File: src/rtl/loader_pkg.sv
`default_nettype none
// ---------------------------------------------------------------------------
// loader_pkg : shared types and defaults for the UART-to-RAM program loader
// rev 1.0
// ---------------------------------------------------------------------------
package loader_pkg;

  typedef enum logic [3:0] {
    S_IDLE     = 4'd0,
    S_GET_LEN  = 4'd1,
    S_GET_DATA = 4'd2,
    S_WRITE    = 4'd3,
    S_READ     = 4'd4,
    S_CMP      = 4'd5,
    S_GET_CSUM = 4'd6,
    S_DONE     = 4'd7,
    S_ERR      = 4'd8
  } state_t;

  localparam int unsigned HDR_BYTES     = 4;
  localparam logic [1:0]  LAST_BYTE_IDX = 2'(HDR_BYTES - 1);
  localparam logic [31:0] DEF_BASE      = 32'h1000_0000;
  localparam int unsigned DEF_MAX_WORDS = 8192;

endpackage
`default_nettype wire

File: src/rtl/mod_loader_if.sv
`default_nettype none
// ---------------------------------------------------------------------------
// mod_loader_if : control, UART byte stream and RAM data port of the loader
// rev 1.0
// ---------------------------------------------------------------------------
interface mod_loader_if;
  logic        start;
  logic        rx_valid;
  logic [7:0]  rx_data;
  logic        rx_ready;
  logic        de;
  logic        drw;
  logic [31:0] daddr;
  logic [31:0] dout;
  logic [31:0] mem_rdata;
  logic        busy;
  logic        done;
  logic        err;
  logic [31:0] words;

  modport master (
    input  start, rx_valid, rx_data, mem_rdata,
    output rx_ready, de, drw, daddr, dout, busy, done, err, words
  );

  modport slave (
    output start, rx_valid, rx_data, mem_rdata,
    input  rx_ready, de, drw, daddr, dout, busy, done, err, words
  );
endinterface
`default_nettype wire

File: src/rtl/loader_word_asm.sv
`default_nettype none
// ---------------------------------------------------------------------------
// loader_word_asm : packs four MSB-first bytes into a 32-bit word
// rev 1.0
// ---------------------------------------------------------------------------
module loader_word_asm
  import loader_pkg::*;
(
  input  logic        clk,
  input  logic        rst,
  input  logic        i_clr,
  input  logic        i_byte_valid,
  input  logic [7:0]  i_byte,
  output logic [31:0] o_word,
  output logic        o_word_valid
);

  logic [1:0]  r_cnt;
  logic [23:0] r_shift;
  logic [31:0] w_word;

  // Word is presented in the same cycle as its last byte so the FSM can act on that edge
  assign w_word       = {r_shift, i_byte};
  assign o_word       = w_word;
  assign o_word_valid = i_byte_valid && (r_cnt == LAST_BYTE_IDX);

  always_ff @(posedge clk) begin
    if (rst || i_clr) begin
      r_cnt   <= 2'd0;
      r_shift <= 24'd0;
    end else if (i_byte_valid) begin
      r_cnt   <= r_cnt + 2'd1;
      r_shift <= w_word[23:0];
    end
  end

endmodule
`default_nettype wire

File: src/rtl/mod_loader.sv
`default_nettype none
// ---------------------------------------------------------------------------
// mod_loader : loads a length/data/checksum byte stream into RAM, verifying
//              every word by readback. rev 1.0
// ---------------------------------------------------------------------------
module mod_loader
  import loader_pkg::*;
#(
  parameter logic [31:0] BASE      = DEF_BASE,
  parameter int unsigned MAX_WORDS = DEF_MAX_WORDS
) (
  input  logic         clk,
  input  logic         rst,
  mod_loader_if.master bus
);

  state_t      r_state;
  state_t      w_state_nxt;
  logic        w_xfer;
  logic        w_clr;
  logic        w_asm_valid;
  logic [31:0] w_asm_word;
  logic [31:0] w_words_inc;

  logic [31:0] r_len;
  logic [31:0] r_word;
  logic [31:0] r_sum;
  logic [31:0] r_words;
  logic        r_rx_ready;
  logic        r_de;
  logic        r_drw;
  logic [31:0] r_daddr;
  logic [31:0] r_dout;
  logic        r_busy;
  logic        r_done;
  logic        r_err;

  assign w_xfer      = bus.rx_valid & r_rx_ready;
  assign w_words_inc = r_words + 32'd1;

  loader_word_asm u_word_asm (
    .clk          (clk),
    .rst          (rst),
    .i_clr        (w_clr),
    .i_byte_valid (w_xfer),
    .i_byte       (bus.rx_data),
    .o_word       (w_asm_word),
    .o_word_valid (w_asm_valid)
  );

  always_comb begin
    w_state_nxt = r_state;
    w_clr       = 1'b0;
    case (r_state)
      S_IDLE, S_DONE, S_ERR: begin
        if (bus.start) begin
          w_state_nxt = S_GET_LEN;
          w_clr       = 1'b1;
        end
      end
      S_GET_LEN: begin
        if (w_asm_valid) begin
          if (w_asm_word == 32'd0 || w_asm_word > 32'(MAX_WORDS))
            w_state_nxt = S_ERR;
          else
            w_state_nxt = S_GET_DATA;
        end
      end
      S_GET_DATA: begin
        if (w_asm_valid) w_state_nxt = S_WRITE;
      end
      S_WRITE: w_state_nxt = S_READ;
      S_READ:  w_state_nxt = S_CMP;
      S_CMP: begin
        if (bus.mem_rdata != r_word)
          w_state_nxt = S_ERR;
        else if (w_words_inc == r_len)
          w_state_nxt = S_GET_CSUM;
        else
          w_state_nxt = S_GET_DATA;
      end
      S_GET_CSUM: begin
        if (w_asm_valid) w_state_nxt = (w_asm_word == r_sum) ? S_DONE : S_ERR;
      end
      default: w_state_nxt = S_IDLE;
    endcase
  end

  always_ff @(posedge clk) begin
    if (rst) r_state <= S_IDLE;
    else     r_state <= w_state_nxt;
  end

  // Outputs are decoded from the next state so they line up with the state register
  always_ff @(posedge clk) begin
    if (rst) begin
      r_rx_ready <= 1'b0;
      r_de       <= 1'b0;
      r_drw      <= 1'b0;
      r_daddr    <= 32'd0;
      r_dout     <= 32'd0;
      r_busy     <= 1'b0;
      r_done     <= 1'b0;
      r_err      <= 1'b0;
      r_words    <= 32'd0;
      r_sum      <= 32'd0;
      r_len      <= 32'd0;
      r_word     <= 32'd0;
    end else begin
      r_rx_ready <= (w_state_nxt inside {S_GET_LEN, S_GET_DATA, S_GET_CSUM});
      r_de       <= (w_state_nxt inside {S_WRITE, S_READ});
      r_drw      <= (w_state_nxt == S_WRITE);
      r_busy     <= !(w_state_nxt inside {S_IDLE, S_DONE, S_ERR});
      r_done     <= (w_state_nxt == S_DONE);
      r_err      <= (w_state_nxt == S_ERR);

      if (w_clr) begin
        r_words <= 32'd0;
        r_sum   <= 32'd0;
      end
      if (r_state == S_GET_LEN && w_asm_valid)
        r_len <= w_asm_word;
      if (r_state == S_GET_DATA && w_asm_valid) begin
        r_word  <= w_asm_word;
        r_dout  <= w_asm_word;
        r_daddr <= BASE + {r_words[29:0], 2'b00};
      end
      if (r_state == S_CMP && bus.mem_rdata == r_word) begin
        r_words <= w_words_inc;
        r_sum   <= r_sum + r_word;
      end
    end
  end

  assign bus.rx_ready = r_rx_ready;
  assign bus.de       = r_de;
  assign bus.drw      = r_drw;
  assign bus.daddr    = r_daddr;
  assign bus.dout     = r_dout;
  assign bus.busy     = r_busy;
  assign bus.done     = r_done;
  assign bus.err      = r_err;
  assign bus.words    = r_words;

endmodule
`default_nettype wire
File: src/flat_wrapper.sv
// flat-port wrapper written by rule: the top's interface ports become plain ports
module mod_loader_flat import loader_pkg::*;
#(
  parameter logic [31:0] BASE      = DEF_BASE,
  parameter int unsigned MAX_WORDS = DEF_MAX_WORDS
)
  (clk, rst, bus_start, bus_rx_valid, bus_rx_data, bus_mem_rdata, bus_rx_ready, bus_de, bus_drw, bus_daddr, bus_dout, bus_busy, bus_done, bus_err, bus_words);
  mod_loader_if bus_i ();
  input  logic clk;
  input  logic rst;
  input wire logic [$bits(bus_i.start)-1:0] bus_start;
  input wire logic [$bits(bus_i.rx_valid)-1:0] bus_rx_valid;
  input wire logic [$bits(bus_i.rx_data)-1:0] bus_rx_data;
  input wire logic [$bits(bus_i.mem_rdata)-1:0] bus_mem_rdata;
  output wire logic [$bits(bus_i.rx_ready)-1:0] bus_rx_ready;
  output wire logic [$bits(bus_i.de)-1:0] bus_de;
  output wire logic [$bits(bus_i.drw)-1:0] bus_drw;
  output wire logic [$bits(bus_i.daddr)-1:0] bus_daddr;
  output wire logic [$bits(bus_i.dout)-1:0] bus_dout;
  output wire logic [$bits(bus_i.busy)-1:0] bus_busy;
  output wire logic [$bits(bus_i.done)-1:0] bus_done;
  output wire logic [$bits(bus_i.err)-1:0] bus_err;
  output wire logic [$bits(bus_i.words)-1:0] bus_words;
  assign bus_i.start = bus_start;
  assign bus_i.rx_valid = bus_rx_valid;
  assign bus_i.rx_data = bus_rx_data;
  assign bus_i.mem_rdata = bus_mem_rdata;
  assign bus_rx_ready = bus_i.rx_ready;
  assign bus_de = bus_i.de;
  assign bus_drw = bus_i.drw;
  assign bus_daddr = bus_i.daddr;
  assign bus_dout = bus_i.dout;
  assign bus_busy = bus_i.busy;
  assign bus_done = bus_i.done;
  assign bus_err = bus_i.err;
  assign bus_words = bus_i.words;
  mod_loader #(.BASE(BASE), .MAX_WORDS(MAX_WORDS)) u_core (.clk(clk), .rst(rst), .bus(bus_i));
endmodule
File: config.mk
export PLATFORM = sky130hd
export DESIGN_NAME = mod_loader_flat
export DESIGN_NICKNAME = d
export VERILOG_FILES = /design/src/rtl/loader_pkg.sv /design/src/rtl/mod_loader_if.sv /design/src/rtl/loader_word_asm.sv /design/src/rtl/mod_loader.sv /design/src/flat_wrapper.sv
export SDC_FILE = /design/constraint.sdc
export NUM_CORES = 1
export LEC_CHECK = 0
export ABC_AREA = 1
export BUFFER_PORTS_ARGS = -buffer_cell sky130_fd_sc_hd__buf_2
export CORE_ASPECT_RATIO = 0.6
export CORE_MARGIN = 2
export CORE_UTILIZATION = 61
export CTS_CLUSTER_DIAMETER = 120
export DETAILED_ROUTE_END_ITERATION = 7
export PLACE_DENSITY = 0.88
export SYNTH_ARGS = -nofsm -noshare
export SYNTH_HDL_FRONTEND = slang
export SYNTH_SLANG_ARGS = --single-unit
File: constraint.sdc
create_clock -name clk -period 5.6 [get_ports clk]
set_clock_uncertainty 0.1 [all_clocks]
set_input_delay 1.12 -clock clk [delete_from_list [all_inputs] [get_ports clk]]
set_output_delay 1.12 -clock clk [all_outputs]
set_load 0.01 [all_outputs]
==> results.json <==
{
  "synth_fa_ha_area_frac": 0.0396,
  "ios": 146,
  "synth.yosys.seq_area_share": 0.346,
  "powerDensity_mw_per_mm2": 223,
  "multiInputGateArea_sq_mm": 0.00656,
  "synth_compound_area_frac": 0.155,
  "synthSimpleGateAreaFrac": 0.324,
  "grt.busiest_layer": "met1",
  "timing.critical_path.required_ns": 5.84,
  "cts.sinks": 194,
  "gr-usage-met3": 0.0903,
  "post_cts_buffers": 0,
  "ir_drop_mv": 0.213,
  "grt_pass1_wl_microns": 55500,
  "cts.path.max_buffers": 2,
  "h-tree-depth": 4,
  "path_class": "in2reg",
  "reg2reg_from": "u_core.bus.rx_ready$_SDFF_PP0_",
  "cp.arrival_ns": 3.93,
  "syn_area_sq_mm": 0.0112,
  "critPathMaxFanout": 29,
  "pre_cts_slack_ns": 1.67,
  "fin_crit_sh": 0.659,
  "synth_xor_area_frac": 0.0631,
  "initial_core_util": 0.622,
  "yosysWarningCount": 0,
  "critPathTopFamily": "simple AND/OR/NAND/NOR gates",
  "hold_end": "u_core.u_word_asm.r_cnt[1]$_SDFFE_PP0P_",
  "tns_ns": 0,
  "syn2layout_area_growth_pct": 13.0,
  "leakagePower_nw": 5.55,
  "slowest_delay_ns": 0.94,
  "firstDrtPassIters": 5,
  "power_frac_seq": 0.490,
  "numCtsBuffers": 17,
  "place_area_sq_mm": 0.0121,
  "swShare": 0.230,
  "detail-route-antenna-nets": 0,
  "share_clk_of_total_power": 0.465,
  "critPathLaunchType": "input pin",
  "gr-usage-met2": 0.513,
  "dp_hpwl_microns": 25900,
  "core_region_area_sq_mm": 0.0181,
  "cts_tree": "yes",
  "setup_viol": 0,
  "relSlewSlack": 0.140,
  "cts_resized": 0,
  "netlist-cell-type-count": 39,
  "clkSlewWorstSetupHoldPaths_ns": 0.07,
  "synth_area_leader_cell": "dfxtp_1",
  "drt_iter0_markers": 1571,
  "track_usage": 0.369,
  "path_buf_inv": 2,
  "reg2reg_to": "u_core.bus.busy$_SDFF_PP0_",
  "worst_pin_slew_ns": 1.29,
  "worstHoldStart": "u_core.u_word_asm.r_cnt[1]$_SDFFE_PP0P_",
  "hold_viol_final": 0,
  "slowest_stage": "inv_1",
  "die_width_microns": 179,
  "ys_ff_latch": 194,
  "drive_gt1_frac": 0.127,
  "cts-root-buf": "clkbuf_16",
  "worst_slack_ns": 1.91,
  "r2r_cells": 11,
  "drv_slew": 0,
  "fin_crit_ns": 3.69,
  "dieArea_sq_mm": 0.0196,
  "viasPerCell": 5.93,
  "drc_errors": 0,
  "yosys-top-cells-count": "nand2_1, nor2_1, dfxtp_1, a21oi_1, inv_1",
  "switching_power_uw": 652,
  "comb_power_share": 0.044,
  "worst_skew_pair.late_latency_ns": 0.45,
  "cts_hold_buf": 0,
  "nets": 1885,
  "muxShareOfSynthArea": 0,
  "fmax_mhz": 271,
  "grt_max_degree": 99,
  "fin_area_sq_mm": 0.0127,
  "synth_top_family_by_area": "simple AND/OR/NAND/NOR gates",
  "grt_setup_unrepaired": "no",
  "die_h_microns": 109,
  "grt_pass1_vias": 10400,
  "overflow": 0,
  "num_rows": 38,
  "seq_area_sq_mm": 0.00388,
  "cp_cell_sequence": "buf_2, nand3_1, nor2_4, inv_1, nand3_1, a211oi_1, nand2_1, nor2_1, nand3_1, nand2_1, nor2_1",
  "synth_top_cell_area_share": 0.346,
  "gp_congestion": 0.963,
  "ys.flop_type": "dfxtp_1",
  "synth.most_common_cell": "nand2_1",
  "antenna_cells": 0,
  "io_buffers": 143,
  "synth_area_leaders": "dfxtp_1, nand2_1, a21oi_1",
  "crit_path_end_kind": "flop",
  "cp.depth": 11,
  "met1_usage": 0.568,
  "crit_top_cell": "nand3_1",
  "via_count": 12200,
  "p_int_mw": 2.18,
  "drv_cap": 0,
  "synth_edf_count": 0,
  "post_drt_wl_per_cell_microns": 17.6,
  "fillers": 1541,
  "whs_path_depth": 2,
  "outcome": "finished clean",
  "synthArstFlopShare": 0,
  "wl_microns": 36200,
  "synth_cells": 1700,
  "antenna_found_initial": 0,
  "syn_area_per_cell_sq_um": 6.61,
  "holdCritPathClass": "reg2reg",
  "r2r_slack_ns": 2.35
}
-- placed cells by master (no fill, tap or decap), drive strengths merged, types with 2 or more instances in the layout --
master    Yosys  layout
nor3         20      20
nand2       419     419
a21oi       192     192
conb          1       2
ha           34      34
nand4        19      19
xor2         19      19
a21o          8       8
nor2        211     211
o21bai        3       3
inv         148     150
a31oi         7       7
nor4          5       5
xnor2        49      49
clkinv        1       4
clkinvlp      0       4
dfxtp       194     194
or2          24      24
nand3       144     144
buf           7     149
o21ai       118     118
o221ai        2       2
bufinv        0       4
o21a          2       2
xnor3         4       4
clkbuf       56      18
a211oi        2       2
nand3b        7       7
-- metal layers --
metal  share of wire  vias to the layer above
met5               0                        -
met4           0.012                        0
met3            0.14                       47
met2            0.40                      794
met1            0.45                     5586
li1                -                     5777
-- area by class of cell --
class	instances	area share
inverters	149	0.0441
multi-input cells	1295	0.517
well taps	240	0.0237
clock inverters	13	0.0146
flip-flops and latches	194	0.306
repair buffers	149	0.0599
clock buffers	18	0.0346
-- power groups by stage --
stage | Combinational [mW] | Clock [mW] | Sequential [mW]
floorplan | 0.0765 | 0 | 1.42
global placement | 0.118 | 0 | 1.42
detailed placement | 0.121 | 0 | 1.42
CTS | 0.122 | 1.31 | 1.39
global route | 0.136 | 1.37 | 1.39
finish | 0.126 | 1.32 | 1.39
-- how the worst max path moves through the flow --
stage	from	endpoint	slack [ns]
after floorplan	bus_rx_valid	u_core.bus.daddr[11]$_SDFFE_PP0P_	2.98
after global placement	bus_rx_valid	u_core.bus.busy$_SDFF_PP0_	1.66
after detailed placement	bus_rx_valid	u_core.bus.busy$_SDFF_PP0_	1.67
after CTS	bus_rx_valid	u_core.bus.busy$_SDFF_PP0_	2.10
after global routing	bus_rx_valid	u_core.bus.busy$_SDFF_PP0_	1.68
final	bus_rx_valid	u_core.bus.busy$_SDFF_PP0_	1.91
-- sequential cells by signal, summed over array words and instances (netlist names) --
| name | flops |
|---|---|
| u_core.bus.busy | 1 |
| u_core.bus.daddr | 30 |
| u_core.bus.de | 1 |
| u_core.bus.done | 1 |
| u_core.bus.drw | 1 |
| u_core.bus.err | 1 |
| u_core.bus.rx_ready | 1 |
| u_core.bus.words | 32 |
| u_core.r_len | 32 |
| u_core.r_state | 4 |
| u_core.r_sum | 32 |
| u_core.r_word | 32 |
| u_core.u_word_asm.r_cnt | 2 |
| u_core.u_word_asm.r_shift | 24 |
-- worst reg2reg max path, stage by stage, from the launching register on --
cell      delay [ns]
dfxtp_1         0.30
buf_4           0.22
nand3_1         0.45
nor2_4          0.08
inv_1           0.94
nand3_1         0.17
a211oi_1        0.34
nand2_1         0.16
nor2_1          0.17
nand3_1         0.10
nand2_1         0.09
nor2_1          0.05
-- logic make-up after synthesis --
| family | count (synthesis) |
|---|---|
| AOI/OAI and AO/OA | 336 |
| xor gates and xnor gates | 73 |
| adders and majority gates | 35 |
| buffers and inverters | 212 |
| DFF | 194 |
| other | 1 |
| and+or+nand+nor | 849 |
-- metrics by stage --
step | hold slack (ns) | utilization | total power, mW | std cells
6_report | 0.371 | 0.702 | 2.83 | 2058
5_1_grt | 0.391 | 0.702 | 2.90 | 2058
4_1_cts | 0.370 | 0.702 | 2.82 | 2058
3_5_place_dp | 0.360 | 0.668 | 1.54 | 2027
3_3_place_gp | 0.355 | 0.668 | 1.54 | 2027
2_1_floorplan | 0.344 | - | 1.49 | 1701
Power figures use the tool's default switching activity.
